$ cat src/rtl/uart_pkg.sv
// Definitions shared by the UART receiver and transmitter: FSM state
// encoding, default frame format and the baud divider helper.
package uart_pkg;

  typedef enum logic [1:0] {
    IDLE  = 2'd0,
    START = 2'd1,
    DATA  = 2'd2,
    STOP  = 2'd3
  } uart_state_e;

  localparam int UART_DATA_BITS = 8;
  localparam int UART_STOP_BITS = 1;

  function automatic int clks_per_bit(input int clk_freq, input int baud);
    return clk_freq / baud;
  endfunction

endpackage

$ cat src/rtl/uart_rx_if.sv
// Holding-register handshake between the UART receiver (master) and its
// consumer (slave), e.g. an MMIO data register.
interface uart_rx_if
  import uart_pkg::*;
#(
  parameter int DATA_BITS = UART_DATA_BITS
);
  logic [DATA_BITS-1:0] rx_data;
  logic                 rx_valid;
  logic                 rx_ack;
  logic                 rx_overrun;
  logic                 rx_frame_err;
  logic                 rx_busy;

  modport master (
    output rx_data, rx_valid, rx_overrun, rx_frame_err, rx_busy,
    input  rx_ack
  );

  modport slave (
    input  rx_data, rx_valid, rx_overrun, rx_frame_err, rx_busy,
    output rx_ack
  );
endinterface

$ cat src/rtl/uart_rx_sync.sv
// Two-flop synchroniser for the asynchronous rx pin plus a delayed copy for
// falling-edge detection. Flops reset to 1 so a reset looks like an idle line.
module uart_rx_sync (
  input  logic clk,
  input  logic reset,
  input  logic rx,
  output logic rx_s,
  output logic fall
);
  logic meta;
  logic rx_s_d;

  always_ff @(posedge clk or negedge reset) begin
    if (!reset) begin
      meta   <= 1'b1;
      rx_s   <= 1'b1;
      rx_s_d <= 1'b1;
    end else begin
      meta   <= rx;
      rx_s   <= meta;
      rx_s_d <= rx_s;
    end
  end

  assign fall = rx_s_d & ~rx_s;
endmodule

$ cat src/rtl/uart_rx.sv
// Oversampling UART receiver: start-edge aligned single sample per bit centre,
// one-entry holding register with valid/ack, sticky overrun, framing-error pulse.
module uart_rx
  import uart_pkg::*;
#(
  parameter int CLK_FREQ  = 100000000,
  parameter int BAUD_RATE = 115200,
  parameter int DATA_BITS = UART_DATA_BITS,
  parameter int STOP_BITS = UART_STOP_BITS
) (
  input  logic      clk,
  input  logic      reset,
  input  logic      rx,
  uart_rx_if.master bus
);
  localparam int CPB = clks_per_bit(CLK_FREQ, BAUD_RATE);
  localparam int CW  = $clog2(CPB) + 1;
  localparam int BW  = $clog2(DATA_BITS + 1);

  localparam logic [CW-1:0] HALF_M1   = CW'(CPB / 2 - 1);
  localparam logic [CW-1:0] FULL_M1   = CW'(CPB - 1);
  localparam logic [BW-1:0] LAST_DATA = BW'(DATA_BITS - 1);
  localparam logic [BW-1:0] LAST_STOP = BW'(STOP_BITS - 1);

  uart_state_e          state;
  logic [CW-1:0]        clk_cnt;
  logic [BW-1:0]        bit_cnt;
  logic [DATA_BITS-1:0] shift_reg;
  logic [DATA_BITS-1:0] data_q;
  logic                 valid_q, ovr_q, ferr_q, stop_err;
  logic                 rx_s, fall;
  logic                 bit_tick, last_stop, done_ok, done_bad;

  uart_rx_sync u_sync (
    .clk   (clk),
    .reset (reset),
    .rx    (rx),
    .rx_s  (rx_s),
    .fall  (fall)
  );

  assign bit_tick  = (clk_cnt == FULL_M1);
  assign last_stop = (state == STOP) && bit_tick && (bit_cnt == LAST_STOP);
  assign done_ok   = last_stop && !stop_err && rx_s;
  assign done_bad  = last_stop && (stop_err || !rx_s);

  always_ff @(posedge clk or negedge reset) begin
    if (!reset) begin
      state     <= IDLE;
      clk_cnt   <= '0;
      bit_cnt   <= '0;
      shift_reg <= '0;
      stop_err  <= 1'b0;
      data_q    <= '0;
      valid_q   <= 1'b0;
      ovr_q     <= 1'b0;
      ferr_q    <= 1'b0;
    end else begin
      ferr_q <= done_bad;

      case (state)
        // a line stuck low never produces another falling edge, so no retrigger
        IDLE: if (fall) begin
          state   <= START;
          clk_cnt <= '0;
        end
        START: if (clk_cnt == HALF_M1) begin
          clk_cnt <= '0;
          bit_cnt <= '0;
          state   <= rx_s ? IDLE : DATA;
        end else begin
          clk_cnt <= clk_cnt + CW'(1);
        end
        DATA: if (bit_tick) begin
          clk_cnt   <= '0;
          shift_reg <= {rx_s, shift_reg[DATA_BITS-1:1]};
          if (bit_cnt == LAST_DATA) begin
            bit_cnt  <= '0;
            stop_err <= 1'b0;
            state    <= STOP;
          end else begin
            bit_cnt <= bit_cnt + BW'(1);
          end
        end else begin
          clk_cnt <= clk_cnt + CW'(1);
        end
        // leaving at mid stop bit lets a back-to-back start edge be caught
        STOP: if (bit_tick) begin
          clk_cnt <= '0;
          if (!rx_s) stop_err <= 1'b1;
          if (bit_cnt == LAST_STOP) state <= IDLE;
          else                      bit_cnt <= bit_cnt + BW'(1);
        end else begin
          clk_cnt <= clk_cnt + CW'(1);
        end
        default: state <= IDLE;
      endcase

      // holding register: a completion cycle owns it, ack only acts outside it
      if (done_ok) begin
        data_q  <= shift_reg;
        valid_q <= 1'b1;
        if (valid_q && !bus.rx_ack) ovr_q <= 1'b1;
        else if (bus.rx_ack)        ovr_q <= 1'b0;
      end else if (bus.rx_ack && !last_stop) begin
        valid_q <= 1'b0;
        ovr_q   <= 1'b0;
      end
    end
  end

  assign bus.rx_data      = data_q;
  assign bus.rx_valid     = valid_q;
  assign bus.rx_overrun   = ovr_q;
  assign bus.rx_frame_err = ferr_q;
  assign bus.rx_busy      = (state != IDLE);
endmodule

$ cat src/flat_wrapper.sv
// flat-port wrapper written by rule: the top's interface ports become plain ports
module uart_rx_flat import uart_pkg::*;
#(
  parameter int CLK_FREQ  = 100000000,
  parameter int BAUD_RATE = 115200,
  parameter int DATA_BITS = UART_DATA_BITS,
  parameter int STOP_BITS = UART_STOP_BITS
)
  (clk, reset, rx, bus_rx_data, bus_rx_valid, bus_rx_overrun, bus_rx_frame_err, bus_rx_busy, bus_rx_ack);
  uart_rx_if #(.DATA_BITS(DATA_BITS)) bus_i ();
  input  logic clk;
  input  logic reset;
  input  logic rx;
  output wire logic [$bits(bus_i.rx_data)-1:0] bus_rx_data;
  output wire logic [$bits(bus_i.rx_valid)-1:0] bus_rx_valid;
  output wire logic [$bits(bus_i.rx_overrun)-1:0] bus_rx_overrun;
  output wire logic [$bits(bus_i.rx_frame_err)-1:0] bus_rx_frame_err;
  output wire logic [$bits(bus_i.rx_busy)-1:0] bus_rx_busy;
  input wire logic [$bits(bus_i.rx_ack)-1:0] bus_rx_ack;
  assign bus_rx_data = bus_i.rx_data;
  assign bus_rx_valid = bus_i.rx_valid;
  assign bus_rx_overrun = bus_i.rx_overrun;
  assign bus_rx_frame_err = bus_i.rx_frame_err;
  assign bus_rx_busy = bus_i.rx_busy;
  assign bus_i.rx_ack = bus_rx_ack;
  uart_rx #(.CLK_FREQ(CLK_FREQ), .BAUD_RATE(BAUD_RATE), .DATA_BITS(DATA_BITS), .STOP_BITS(STOP_BITS)) u_core (.clk(clk), .reset(reset), .rx(rx), .bus(bus_i));
endmodule
$ cat config.mk
export PLATFORM = sky130hd
export DESIGN_NAME = uart_rx_flat
export DESIGN_NICKNAME = d
export VERILOG_FILES = /design/src/rtl/uart_pkg.sv /design/src/rtl/uart_rx_if.sv /design/src/rtl/uart_rx_sync.sv /design/src/rtl/uart_rx.sv /design/src/flat_wrapper.sv
export SDC_FILE = /design/constraint.sdc
export NUM_CORES = 1
export LEC_CHECK = 0
export BUFFER_PORTS_ARGS = -buffer_cell sky130_fd_sc_hd__buf_2
export CAP_MARGIN = 20
export CORE_MARGIN = 2
export CORE_UTILIZATION = 40
export CTS_BUF_LIST = sky130_fd_sc_hd__clkbuf_16
export DETAILED_ROUTE_END_ITERATION = 12
export PLACE_DENSITY = 0.65
export SLEW_MARGIN = 10
export SYNTH_ARGS = -nofsm -noshare
export SYNTH_HDL_FRONTEND = slang
export SYNTH_HIERARCHICAL = 1
export SYNTH_SLANG_ARGS = --single-unit
$ cat constraint.sdc
create_clock -name clk -period 7.3 [get_ports clk]
set_clock_uncertainty 0.15 [all_clocks]
set_input_delay 1.46 -clock clk [delete_from_list [all_inputs] [get_ports clk]]
set_output_delay 1.46 -clock clk [all_outputs]
set_load 0.01 [all_outputs]
==> results of run 1 <==
[worst max-delay path, cell delays in order, from the launching register on]
cell,delay [ns]
dfrtp_1,0.48
or2_2,0.35
buf_2,0.15
[cells in the final DEF (no fill, tap or decap), types with 2 or more instances in the layout]
| cell type | count |
|---|---|
| o21ai_0 | 9 |
| nand2b_1 | 3 |
| nor2_1 | 12 |
| dfstp_2 | 3 |
| inv_1 | 8 |
| nor2b_1 | 3 |
| ha_1 | 4 |
| or3_1 | 2 |
| a41oi_1 | 2 |
| dfrtp_1 | 37 |
| a21o_1 | 2 |
| nand2_1 | 9 |
| a31oi_1 | 9 |
| nor3_1 | 2 |
| nor4_1 | 3 |
| mux2_2 | 16 |
| clkbuf_16 | 5 |
| buf_2 | 15 |
| a21oi_1 | 9 |
| nand4_1 | 3 |
| or3b_2 | 2 |
| o22ai_1 | 2 |
| nand3_1 | 7 |
[per-stage QoR]
stage | util | hold slack [ns] | cell area [um2] | instances | setup WS (ns)
6_report | 0.464 | 0.209 | 2160 | 242 | 4.44
5_1_grt | 0.464 | 0.214 | 2160 | 242 | 4.40
4_1_cts | 0.464 | 0.210 | 2160 | 242 | 4.43
3_5_place_dp | 0.434 | 0.202 | 2020 | 234 | 4.68
3_3_place_gp | 0.434 | 0.196 | 2020 | 234 | 4.75
2_1_floorplan | - | 0.195 | 1910 | 172 | 4.82
[routing by layer]
layer,vias to the layer above,part of all wire,global-route usage
li1,665,-,-
met1,683,0.49,0.196
met2,24,0.48,0.226
met3,4,0.025,0.0387
met4,0,0.012,0.0494
met5,-,0,0
[layout make-up]
type                            instances  area, um2
Inverter                                7       26.3
Clock buffer                            5        125
Tap cell                               54       67.6
Fill cell                             422       2500
Timing Repair Buffer                   15       75.1
Clock inverter                          3       16.3
Multi-Input combinational cell        118        848
Sequential cell                        40       1000
[kinds of logic after synthesis]
group,count (synthesis),synth area share
XOR/XNOR,1,0.00458
flip-flops,40,0.526
buffers and inverters,14,0.0301
AO/OA/AOI/OAI,42,0.154
AND/OR/NAND/NOR,54,0.160
adder cells (fa/ha/maj),4,0.0262
multiplexers,17,0.0995
[final timing paths]
kind | endpoint | slack, ns | cells after the start
worst max register to register | u_core/clk_cnt[10] | 4.64 | 6
worst min-delay path | u_core/u_sync/rx_s | 0.21 | 0
max in group asynchronous | u_core/clk_cnt[5] | 5.29 | 1
worst min register to register | u_core/u_sync/rx_s | 0.21 | 0
min in group asynchronous | u_core/clk_cnt[10] | 1.16 | 1
worst max-delay path | bus_rx_busy | 4.44 | 2
[power by group through the flow]
| stage | Sequential [W] | Clock (W) | Combinational, W |
|---|---|---|---|
| global route | 0.000275 | 0.000224 | 0.000108 |
| detailed placement | 0.000275 | 0 | 0.0000925 |
| global placement | 0.000274 | 0 | 0.0000920 |
| CTS | 0.000270 | 0.000213 | 0.0000937 |
| floorplan | 0.000266 | 0 | 0.0000781 |
| finish | 0.000271 | 0.000206 | 0.0000933 |
==> metrics.cfg, run 1 <==
[run_status]
outcome=finished, final reports clean

[cells_and_area]
drive_above_1_share=0.271
largest_reg_flops=11
n_antenna_cell=0
area_growth_pct=13.2
fin_nets=195

[clock_tree]
root_buffer=clkbuf_16
insertion_delay_ns=0.27
clock_sinks=40
ctsHoldBuffers=0
cts_post_setup_buffers_inserted=0
htreeDepth=2
cts_made_buffers=5
clockBufferDepth=2
clk_pin_slew_ns=0.06
cts_resized=0
tritoncts=built

[global_routing]
grt_pass1_wl_um=6030
grtUsageTotal=0.145
grt_overflow=0
antenna_found_initial=0
grt_max_degree=41
grt_pass1_vias=1268

[synth]
synthDistinctLibCells=44
synth_seq_area_share=0.526
yosysMostFrequentCell=dfrtp_1
synth_top_area_share=0.485
synth_fp_nets=180
yosysWarnings=6
synth_top_area_cell=dfrtp_1
ys_ff_latch=40
ys_top_cells_by_count=dfrtp_1, mux2_2, nor2_1
syn_avg_cell_area_um2=11.1
syn_inst=172
yosys-top-cells-area=dfrtp_1, mux2_2, dfstp_2
synth.cell_area_mm2=0.00191
async_reset_ff_frac=1.00
ys.flop_type=dfrtp_1
synth_edf_count=0

[timing]
hold_violations=0
fin_crit_ns=2.86
rsz0062_at_grt=no
tightest_slew_ns=0.885
drv_slew=0
finalSetupTns_ns=0
fmax_mhz=350
setup_viol_count_final=0
timing.final.crit_share=0.391
slew_headroom=0.410

[floorplanning]
rows=25
ios=16
die-area_mm2=0.00535
core_mm2=0.00466
die_height_um=73.1
start_util=0.410
die_w_um=73.1

[pwr]
combPwrFrac=0.163
leakage_nw=1.01
peakVddDrop_mv=0.117
clockPowerShare=0.361
pwr-share-seq=0.476
p_sw_frac=0.290
power_switching_w=0.000166
fin_total_pwr_w=0.000571
p_int_w=0.000405
p_per_area_mw_per_mm2=264

[setup_path]
end_kind=output pin
critPathMaxFanout=9
crit_arrival_ns=1.25
required_ns=5.69
start_kind=flip-flop
rr_startpoint=u_core/clk_cnt[0]
path_class=reg2out

[detailed_routing]
vias=1376
antenna_left=0
drt_iter0_markers=121
vias_per_cell=5.69
wirelength_um=3570
dr.pass1.iters=4
routedWlPerCell_um=14.7
drc=0

[place]
gp_congestion=0.867
portBuffers=15
dp_hpwl_um=2500

[min_path]
hp-start=u_core/u_sync/meta
hp-class=reg2reg

[job]
cap_viol_max_count=0

Power figures use the tool's default switching activity.
==> inputs of run 2 (changes only) <==
Settings changed: ABC_AREA set to 1, PLACE_DENSITY 0.65 to 0.67.
Clock period 7.3 ns to 2.59 ns, I/O delays scaled along.
==> run 2 against run 1 <==
Sequential cell count unchanged; routed wire length increased by 9.5%; largest cell class unchanged; core utilization increased by 0.77 points; via count increased by 17%; final cell count increased by 40%.
==> metrics.cfg, run 2 <==
[timing]
fmax_mhz=542
setup_viol_count_final=0  ; unchanged
timing.final.crit_share=0.713
hold_violations=0  ; unchanged
tightest_slew_ns=0.886  ; +0.000819 ns
fin_crit_ns=1.85
rsz0062_at_grt=no
slew_headroom=0.409  ; -0.000546
finalSetupTns_ns=0  ; unchanged
drv_slew=0  ; unchanged
setup_ws_ns=0.745  ; -3.70 ns

[synth]
synth_edf_count=0  ; unchanged
synth.cell_area_mm2=0.00209  ; +9.6%
synthDistinctLibCells=28  ; -36%
synth_top_area_share=0.442  ; -0.0426
synth_seq_area_share=0.480  ; -0.0462
ys.flop_type=dfrtp_1
yosysWarnings=6  ; unchanged
async_reset_ff_frac=1.00  ; unchanged
ys_ff_latch=40  ; unchanged
yosys-top-cells-area=dfrtp_1, nand2_1, inv_1
syn_inst=248  ; +44%
synth_fp_nets=256  ; +42%
ys_top_cells_by_count=nand2_1, dfrtp_1, inv_1
syn_avg_cell_area_um2=8.45  ; -24%
yosysMostFrequentCell=nand2_1
synth_top_area_cell=dfrtp_1

[floorplanning]
core_mm2=0.00507  ; +8.9%
rows=26  ; +4.0%
die_w_um=76.4  ; +4.4%
ios=16  ; unchanged
die_height_um=76.4  ; +4.4%
start_util=0.413  ; +0.00279
die-area_mm2=0.00583  ; +9.1%

[cells_and_area]
design_area_mm2=0.00239  ; +11%
fill_cells=510  ; +21%
n_antenna_cell=0  ; unchanged
largest_reg_flops=11  ; unchanged
layout.cells.non_filler=338  ; +40%
final_common_cell=nand2_1
mostFrequentLayoutCells=nand2_1, dfrtp_1, inv_1
area_growth_pct=14.3
drive_above_1_share=0.239  ; -0.0325
fin_nets=275  ; +41%

[clock_tree]
cts_resized=0  ; unchanged
clk_pin_slew_ns=0.06  ; about the same
clock_sinks=40  ; unchanged
cts_made_buffers=5  ; unchanged
htreeDepth=2  ; unchanged
tritoncts=built
cts_post_setup_buffers_inserted=0  ; unchanged
root_buffer=clkbuf_16
insertion_delay_ns=0.28  ; about the same
clockBufferDepth=2  ; unchanged
ctsHoldBuffers=0  ; unchanged

[pwr]
p_int_w=0.00137  ; +240%
power_switching_w=0.000791  ; +380%
combPwrFrac=0.307  ; +0.144
p_per_area_mw_per_mm2=904  ; +240%
p_sw_frac=0.365  ; +0.0751
clockPowerShare=0.323  ; -0.038
peakVddDrop_mv=0.322  ; +170%
pwr-share-seq=0.370  ; -0.106
leakage_nw=1.15  ; +15%

[setup_path]
end_kind=output pin
critPathMaxFanout=10  ; +1
start_kind=flip-flop
crit_arrival_ns=1.18  ; -0.07 ns
required_ns=1.92  ; -3.77 ns
path_class=reg2out

[run_status]
outcome=finished, final reports clean

[global_routing]
grtUsageTotal=0.146  ; +0.000749
grt_pass1_vias=1576  ; +24%
antenna_found_initial=0  ; unchanged
grt_overflow=0  ; unchanged
grt_max_degree=41  ; unchanged
grt_pass1_wl_um=6850  ; +14%

[place]
gp_congestion=0.855  ; -1.3%
dp_cells=330  ; +41%
dp_slack_ns=0.808  ; -3.87 ns
portBuffers=15  ; unchanged
dp_hpwl_um=2740  ; +9.8%
post_dp_cell_area_mm2=0.00223  ; +10%

[detailed_routing]
dr_wl_met3_um=132  ; +47%
drt_iter0_markers=93  ; -23%
dr.pass1.iters=4  ; unchanged
maxUsedRoutingLayer=met4
vias=1616  ; +17%
wirelength_um=3900  ; +9.5%
routedWlPerCell_um=11.5  ; -22%
drc=0  ; unchanged
wl_met1_um=1770  ; +2.3%
dr_wl_met2_um=1910  ; +13%
antenna_left=0  ; unchanged
vias_per_cell=4.78  ; -16%

[min_path]
hp-class=in2reg

[job]
cap_viol_max_count=0  ; unchanged

run 2: cell types whose count changed after synthesis, sizes merged, moves of 4 or more:
cell   change
nand3      +6
a31oi      -9
nor2b      -4
nor2      +15
o21ai     +24
a21oi      -5
inv       +32
mux2      -16
nand2     +57
run 2: cells by family after synthesis:
kind of cell,Yosys count,share of synthesized area
compound gates,43,0.120
buf+inv,42,0.0854
simple gates,114,0.270
xor+xnor,5,0.0209
flops,40,0.480
fa+ha+maj,4,0.0239
run 2: power by group through the flow:
stage | clock network [W] | registers, W | logic (W)
after detailed placement | 0 | 0.000811 | 0.000665
final | 0.000699 | 0.000801 | 0.000665
after floorplan | 0 | 0.000773 | 0.000549
after CTS | 0.000717 | 0.000800 | 0.000671
after global placement | 0 | 0.000809 | 0.000652
after global routing | 0.000744 | 0.000811 | 0.000761
run 2: metrics by stage:
step	hold slack (ns)	total power (W)	util
5_1_grt	0.171	0.00232	0.472
4_1_cts	0.174	0.00219	0.472
3_3_place_gp	0.198	0.00146	0.439
2_1_floorplan	0.0724	0.00132	-
6_report	0.180	0.00216	0.472
3_5_place_dp	0.198	0.00148	0.439
run 2: metal layers:
metal	up-vias	track usage
li1	830	-
met1	755	0.173
met2	25	0.246
met3	6	0.0355
met4	0	0.0764
met5	-	0
run 2: final timing paths:
| kind | start | endpoint | slack, ns | cells past startpoint |
|---|---|---|---|---|
| worst max register to register | u_core/clk_cnt[0] | u_core/bus.rx_data[7] | 0.81 | 8 |
| worst max-delay path | flip-flop | bus_rx_busy | 0.74 | 3 |
| max in group asynchronous | reset | u_core/shift_reg[4] | 1.53 | 1 |
| min in group asynchronous | reset | u_core/clk_cnt[3] | 0.20 | 1 |
| worst min-delay path | rx | u_core/u_sync/meta | 0.18 | 1 |
| worst min register to register | u_core/u_sync/meta | u_core/u_sync/rx_s | 0.21 | 0 |
run 2: final cells by class:
class	count	area, um2	area share
multi-input cells	166	911	0.380
repair buffers	15	75.1	0.0313
well taps	70	87.6	0.0366
flip-flops and latches	40	1000	0.420
clock buffers	5	125	0.0522
inverters	39	149	0.0622
clock inverters	3	42.5	0.0178
run 2: worst max-delay path, cell delays in order (launching register included):
cell     delay, ns
dfrtp_1       0.57
inv_2         0.08
nand2_2       0.10
buf_2         0.14
